<file path="config.mk">
export PLATFORM = sky130hd
export DESIGN_NAME = mul_writeback_seq
export DESIGN_NICKNAME = d
export VERILOG_FILES = /design/src/rtl/mul_writeback_seq.sv
export SDC_FILE = /design/constraint.sdc
export NUM_CORES = 1
export LEC_CHECK = 0
export CAP_MARGIN = 15
export CORE_UTILIZATION = 48
export DETAILED_ROUTE_END_ITERATION = 8
export GPL_TIMING_DRIVEN = 0
export PLACE_DENSITY = 0.95
export SETUP_SLACK_MARGIN = 0.3
export SLEW_MARGIN = 30
export SYNTH_ARGS = -nofsm -noshare
export SYNTH_HDL_FRONTEND = slang
export SYNTH_SLANG_ARGS = --single-unit
</file>
<file path="constraint.sdc">
create_clock -name clk -period 3.3 [get_ports clk]
set_input_delay 0.495 -clock clk [delete_from_list [all_inputs] [get_ports clk]]
set_output_delay 0.495 -clock clk [all_outputs]
set_load 0.05 [all_outputs]
</file>
<file path="src/rtl/mul_writeback_seq.sv">
// Sequencer around multiply_unit: issues UMULL/SMULL operands, waits the multiply
// latency, then writes the 32-bit product to the register file as lo/hi halves.
module mul_writeback_seq #(
    parameter int MUL_LATENCY = 1,
    parameter int REG_ADDR_W  = 4
) (
    input  logic                  clk,
    input  logic                  rst_n,
    input  logic                  flush,
    input  logic                  req_valid,
    output logic                  req_ready,
    input  logic [15:0]           req_a,
    input  logic [15:0]           req_b,
    input  logic                  req_signed,
    input  logic [REG_ADDR_W-1:0] req_rd_lo,
    input  logic [REG_ADDR_W-1:0] req_rd_hi,
    output logic [15:0]           mul_operand_a,
    output logic [15:0]           mul_operand_b,
    output logic                  mul_is_signed,
    input  logic [15:0]           mul_result_lo,
    input  logic [15:0]           mul_result_hi,
    output logic                  wr_en,
    output logic [REG_ADDR_W-1:0] wr_addr,
    output logic [15:0]           wr_data,
    input  logic                  wr_ack,
    output logic                  busy,
    output logic                  done
);

    typedef enum logic [1:0] {IDLE, MUL, WB_LO, WB_HI} state_t;

    localparam logic [2:0] LAT_LOAD = 3'(MUL_LATENCY);

    state_t                  state_q, state_d;
    logic [2:0]              cnt_q, cnt_d;
    logic [REG_ADDR_W-1:0]   rd_lo_q, rd_lo_d;
    logic [REG_ADDR_W-1:0]   rd_hi_q, rd_hi_d;
    logic [31:0]             prod_q, prod_d;
    logic [15:0]             op_a_q, op_a_d;
    logic [15:0]             op_b_q, op_b_d;
    logic                    signed_q, signed_d;
    logic                    wr_en_q, wr_en_d;
    logic [REG_ADDR_W-1:0]   wr_addr_q, wr_addr_d;
    logic [15:0]             wr_data_q, wr_data_d;
    logic                    done_q, done_d;
    logic                    busy_q, busy_d;

    always_ff @(posedge clk or negedge rst_n) begin
        if (!rst_n) begin
            state_q   <= IDLE;
            cnt_q     <= '0;
            rd_lo_q   <= '0;
            rd_hi_q   <= '0;
            prod_q    <= '0;
            op_a_q    <= '0;
            op_b_q    <= '0;
            signed_q  <= 1'b0;
            wr_en_q   <= 1'b0;
            wr_addr_q <= '0;
            wr_data_q <= '0;
            done_q    <= 1'b0;
            busy_q    <= 1'b0;
        end else begin
            state_q   <= state_d;
            cnt_q     <= cnt_d;
            rd_lo_q   <= rd_lo_d;
            rd_hi_q   <= rd_hi_d;
            prod_q    <= prod_d;
            op_a_q    <= op_a_d;
            op_b_q    <= op_b_d;
            signed_q  <= signed_d;
            wr_en_q   <= wr_en_d;
            wr_addr_q <= wr_addr_d;
            wr_data_q <= wr_data_d;
            done_q    <= done_d;
            busy_q    <= busy_d;
        end
    end

    always_comb begin
        state_d   = state_q;
        cnt_d     = cnt_q;
        rd_lo_d   = rd_lo_q;
        rd_hi_d   = rd_hi_q;
        prod_d    = prod_q;
        op_a_d    = op_a_q;
        op_b_d    = op_b_q;
        signed_d  = signed_q;
        wr_en_d   = wr_en_q;
        wr_addr_d = wr_addr_q;
        wr_data_d = wr_data_q;
        done_d    = 1'b0;

        case (state_q)
            IDLE: begin
                if (req_valid && !flush) begin
                    op_a_d   = req_a;
                    op_b_d   = req_b;
                    signed_d = req_signed;
                    rd_lo_d  = req_rd_lo;
                    rd_hi_d  = req_rd_hi;
                    cnt_d    = LAT_LOAD;
                    state_d  = MUL;
                end
            end
            MUL: begin
                if (cnt_q == 3'd0) begin
                    prod_d  = {mul_result_hi, mul_result_lo};
                    wr_en_d = 1'b1;
                    // Same destination for both halves: only the hi write survives.
                    if (rd_lo_q == rd_hi_q) begin
                        wr_addr_d = rd_hi_q;
                        wr_data_d = mul_result_hi;
                        state_d   = WB_HI;
                    end else begin
                        wr_addr_d = rd_lo_q;
                        wr_data_d = mul_result_lo;
                        state_d   = WB_LO;
                    end
                end else begin
                    cnt_d = cnt_q - 3'd1;
                end
            end
            WB_LO: begin
                if (wr_ack) begin
                    wr_addr_d = rd_hi_q;
                    wr_data_d = prod_q[31:16];
                    state_d   = WB_HI;
                end
            end
            WB_HI: begin
                if (wr_ack) begin
                    wr_en_d = 1'b0;
                    done_d  = 1'b1;
                    state_d = IDLE;
                end
            end
            default: state_d = IDLE;
        endcase

        // Flush abandons any unwritten half; an already-acked lo write stands.
        if (flush) begin
            state_d = IDLE;
            wr_en_d = 1'b0;
            done_d  = 1'b0;
        end

        busy_d = (state_d != IDLE);
    end

    assign req_ready     = (state_q == IDLE);
    assign mul_operand_a = op_a_q;
    assign mul_operand_b = op_b_q;
    assign mul_is_signed = signed_q;
    assign wr_en         = wr_en_q;
    assign wr_addr       = wr_addr_q;
    assign wr_data       = wr_data_q;
    assign busy          = busy_q;
    assign done          = done_q;

endmodule

</file>
== Yosys cells after proc, flatten, opt, wreduce, memory -nomap -nowiden ==
Cells that the tools add are included.

* Bits in registers: 101
* Latch bits: 0
* Memory bits (writable): 0
* Bits in read-only memories: 0
* Input bits: 78
* Logic and storage cells: 62
* Memories: 0

* Add/sub/neg operators: 1
* Multipliers: 0
* Div/mod/pow operators: 0
* Order comparisons: 0
* Eq/ne operators: 10
* Shift operators: 0
* Mux-type cells: 25
* Bitwise operators: 0
* Reductions and logical operators: 13

{| class="wikitable"
|+ Operator list
! cell !! number
|-
| $mux 16 || 3
|-
| $pmux 16 s2 || 1
|-
| $mux 4 || 3
|-
| $mux 2 || 5
|-
| $reduce_and 3->1 || 3
|-
| $pmux 2 s4 || 1
|-
| $pmux 4 s2 || 1
|-
| $mux 1 || 7
|-
| $mux 3 || 2
|-
| $ne 2x2->1 const B || 3
|-
| $ne 3x3->1 const B || 2
|-
| $pmux 3 s2 || 1
|-
| $reduce_bool 2->1 || 3
|-
| $eq 2x2->1 const B || 2
|-
| $eq 4x4->1 || 1
|-
| $reduce_and 2->1 || 2
|-
| $logic_not 3->1 || 1
|-
| $reduce_bool 3->1 || 1
|-
| $sub 3x1->3 const B || 1
|-
| $eq 2x1->1 const B || 1
|-
| $logic_not 2->1 || 1
|-
| $ne 2x1->1 const B || 1
|-
| $pmux 1 s2 || 1
|-
| $logic_and 1x1->1 || 1
|-
| $logic_not 1->1 || 1
|}

== Logic depth before layout (Yosys ltp) ==
* Word-level depth: 6
* Depth in mapped cells: 8

== Worst setup path before layout ==
No wires, ideal clock.

* Path type: register -> register
* Start point: reg cnt_q[0]
* End point: reg prod_q[21]
* Setup time: 0.125 ns
* Data arrival time: 1.600 ns
* Data required time: 3.175 ns
* Setup slack: 1.575 ns
* Stages on the path, launching flop included: 7
* Buffers on the path: 2
* Cells stage by stage: dfrtp_1 -> inv_1 -> ha_1 -> nor4bb_1 -> buf_2 -> buf_2 -> mux2_2

* Cells in the longest elaborated chain, start to end: 2

{| class="wikitable"
|+ RTL lines
! element !! RTL line !! RTL
|-
| start, declared || 35 || <nowiki>logic [2:0] cnt_q, cnt_d;</nowiki>
|-
| start signal, assigned || 65 || <nowiki>cnt_q <= cnt_d;</nowiki>
|-
| $logic_not 3->1 || 107 || <nowiki>if (cnt_q == 3'd0) begin</nowiki>
|-
| $reduce_and 2->1 (no line) || n/a ||
|-
| end signal, assigned || 68 || <nowiki>prod_q <= prod_d;</nowiki>
|-
| end, declared || 38 || <nowiki>logic [31:0] prod_q, prod_d;</nowiki>
|}

No other way between the ends.
A chain may end at the register's enable or synchronous reset.

== Final worst setup path ==
* Start point: reg state_q[1]
* End point: out req_ready

* Cells in the longest elaborated chain, start to end: 1

{| class="wikitable"
|+ RTL lines
! element !! RTL line !! RTL
|-
| start, declared || 34 || <nowiki>state_t state_q, state_d;</nowiki>
|-
| start signal, assigned || 64 || <nowiki>state_q <= state_d;</nowiki>
|-
| $logic_not 2->1 || 151 || <nowiki>assign req_ready = (state_q == IDLE);</nowiki>
|-
| end, declared || 11 || <nowiki>output logic req_ready,</nowiki>
|}

No other way between the ends.

==> flow_metrics.py <==
metrics = {
    "placed_design": {
        "place_ws_ns": 0.969,
        "hpwl_um": 6790,
        "portBuffers": 134,
        "place_area_sq_um": 5170,
        "gp_congestion": 0.792,
    },
    "timing": {
        "finalClockSkew_ns": 0.00639,
        "fmax_ghz": 0.430,
        "finalSetupViolCount": 0,
        "min_period_over_period_pct": 70.4,
        "slew_headroom_pct": 64.1,
        "worstMarginPinSlew_ns": 0.537,
        "min_period_ns": 2.32,
        "whs_ns": 0.482,
        "hold_viol": 0,
        "setup_slack_ns": 0.976,
        "slew_violations": 0,
        "grt_setup_unrepaired": "no",
    },
    "power_and_ir_drop": {
        "vdd_drop_max_uv": 554,
        "p_per_area_nw_per_um2": 815,
        "design_power_total_mw": 4.42,
        "p_seq_share_pct": 35.6,
        "p_int_mw": 2.67,
        "power_frac_clock_pct": 20.1,
        "p_sw_mw": 1.75,
        "p_leak_nw": 2.26,
        "netSwitchingFraction_pct": 39.5,
        "pwr-share-comb_pct": 44.3,
    },
    "route": {
        "wl_per_cell_um": 17.1,
        "wl_um": 9330,
        "drc_errors": 0,
        "drt-pass1-iter-count": 4,
        "antenna_left": 0,
        "viasPerCell": 5.37,
        "drt-initial-drc-count": 146,
        "vias": 2936,
    },
    "floorplan": {
        "core_sq_um": 7330,
        "die_area_sq_um": 8020,
        "fp-row-count": 31,
        "die_w_um": 89.5,
        "die_h_um": 89.5,
        "ios": 135,
        "initial_core_util_pct": 50.2,
    },
    "finish": {
        "fillCellCount": 481,
        "final_common_cell": "clkdlybuf4s50_1",
        "final_cell_mix": "133 x clkdlybuf4s50_1, 85 x dfrtp_1, 54 x mux2_2, 34 x nor3_1, 22 x nand2_1",
        "fin_area_sq_um": 5420,
        "drive_above_1_share_pct": 21.0,
        "nets": 523,
        "fin_util_pct": 74.0,
        "insertedDiodeCount": 0,
        "area_growth_pct": 47.4,
    },
    "clocking": {
        "cts_buffers": 9,
        "clkSinkCount": 85,
        "htreeDepth": 3,
        "clockRootBuffer": "clkbuf_8",
        "clk_latency_ns": 0.35,
        "cts_buffer_depth": 2,
        "clk_pin_slew_ns": 0.08,
        "postCtsSetupBuffers": 0,
        "cts_resized": 0,
        "cts_tree": "yes",
    },
    "grt": {
        "grt_pass1_wl_um": 14900,
        "gr-total-overflow": 0,
        "track_usage_pct": 25.4,
        "antenna_found_initial": 0,
        "grt_pass1_vias": 3155,
        "grt_max_degree": 65,
    },
    "critical_path": {
        "rrSetupSlack_ns": 1.34,
        "crit_fanout": 10,
        "crit_required_ns": 2.80,
        "worstPathArrival_ns": 1.83,
        "critPathLaunchType": "register",
        "end_kind": "primary output",
        "path_class": "reg -> out",
    },
    "synth": {
        "syn_inst": 296,
        "synth_largest_area_cell": "dfrtp_1",
        "syn_avg_cell_area_sq_um": 12.4,
        "seq_area_frac_synth_pct": 57.8,
        "synth_cell_type_count": 30,
        "netlist.area_leader.share_pct": 57.8,
        "synth_area_leaders": "dfrtp_1 58%, mux2_2 17%, nor3_1 4.6%",
        "yosys_warnings": 0,
        "synth.cell_area_sq_um": 3680,
        "synthesis.nets": 376,
        "ys_ff_latch": 85,
    },
    "hold_path": {
        "hold_class": "reg -> reg",
    },
    "job": {
        "drv_cap": 0,
    },
    "run_status": {
        "status": "finished, final reports clean",
    },
}
==> critical path, cell delays in order, from the launching register on <==
cell,delay [ns]
dfrtp_1,0.39
buf_4,0.18
nor2_1,0.10
clkdlybuf4s50_1,0.80
==> power groups by stage <==
| stage | registers (mW) | clock network [mW] | logic, mW |
|---|---|---|---|
| floorplan | 2.27 | 0 | 0.562 |
| finish | 1.57 | 0.888 | 1.96 |
| CTS | 1.57 | 0.904 | 1.97 |
| detailed placement | 1.59 | 0 | 1.96 |
| global placement | 1.56 | 0 | 1.91 |
| global route | 1.61 | 0.940 | 2.07 |
==> logic make-up (layout without fill, tap and decap cells) <==
logic type / after synthesis / after routing / share of synthesized area [%]
flops: 85 / 85 / 57.8
buf+inv: 23 / 175 / 3.78
compound gates: 43 / 43 / 7.21
fa+ha+maj: 2 / 2 / 0.680
xor+xnor: 5 / 5 / 1.19
simple gates: 75 / 75 / 10.2
mux: 63 / 63 / 19.1
==> state kept, by name (all words and copies together) (netlist names) <==
register	count
rd_lo_q	4
wr_addr	4
mul_is_signed	1
wr_en	1
done	1
mul_operand_b	16
rd_hi_q	4
busy	1
state_q	2
cnt_q	3
prod_q	16
mul_operand_a	16
wr_data	16
==> stage by stage <==
step	cells	setup TNS (ns)
final	547	0
after global routing	547	0
after CTS	547	0
after detailed placement	530	0
after global placement	529	-108.50
after floorplan	296	0
==> layout make-up <==
type,instances,area (sq um),area share [%]
multi-input combinational,188,1410,26.0
tap,99,124,2.28
buffer,21,131,2.42
clock buffer,12,145,2.68
sequential,85,2130,39.2
timing repair buffer,136,1380,25.4
clock inverter,4,95.1,1.75
inverter,2,7.51,0.138
==> synth_stat cells <==
cell type and count:
nor2_1 6, o31a_1 1, and3b_1 1, buf_6 1
or3_1 1, buf_4 8, nor2b_1 2, and4_4 1
ha_1 2, nor3_4 1, mux2_2 54, nand2_1 22
inv_1 2, nor3_1 34, o21ai_0 4, nor2_2 1
dfrtp_1 85, buf_2 12, mux2_1 3, o31ai_1 17
nand2b_1 2, nor4bb_1 1, nand4_1 1, xnor2_1 5
o22ai_1 1, a211oi_1 1, nand3_1 1, mux2i_1 6
or2_1 1, a21oi_1 19
==> metal layers <==
metal | vias to the layer above | track usage, % | share of wire, %
met2 | 132 | 44.9 | 50
met4 | 0 | 11.0 | 1.6
met3 | 16 | 8.96 | 9.0
met5 | - | 0 | 0
met1 | 1445 | 27.4 | 39
li1 | 1343 | - | -
==> path summary, 6_finish.rpt <==
check                                   startpoint  cells after the start                           end
max                           state_q[1]$_DFF_PN0_                      3                     req_ready
min                        wr_data[10]$_DFFE_PN0P_                      2       wr_data[10]$_DFFE_PN0P_
max reg2reg                   cnt_q[0]$_DFFE_PN0P_                      6        prod_q[22]$_DFFE_PN0N_
min reg2reg                wr_data[10]$_DFFE_PN0P_                      2       wr_data[10]$_DFFE_PN0P_
max in group asynchronous                    rst_n                      3  mul_operand_b[0]$_DFFE_PN0P_
min in group asynchronous                    rst_n                      2       wr_data[12]$_DFFE_PN0P_
==> timing repair <==
item,in CTS,in global routing
endpoints found under the hold margin,21,0
endpoints found under the setup margin,0,0
hold buffers,1,0
No activity file was read; power rests on OpenSTA's default activity.
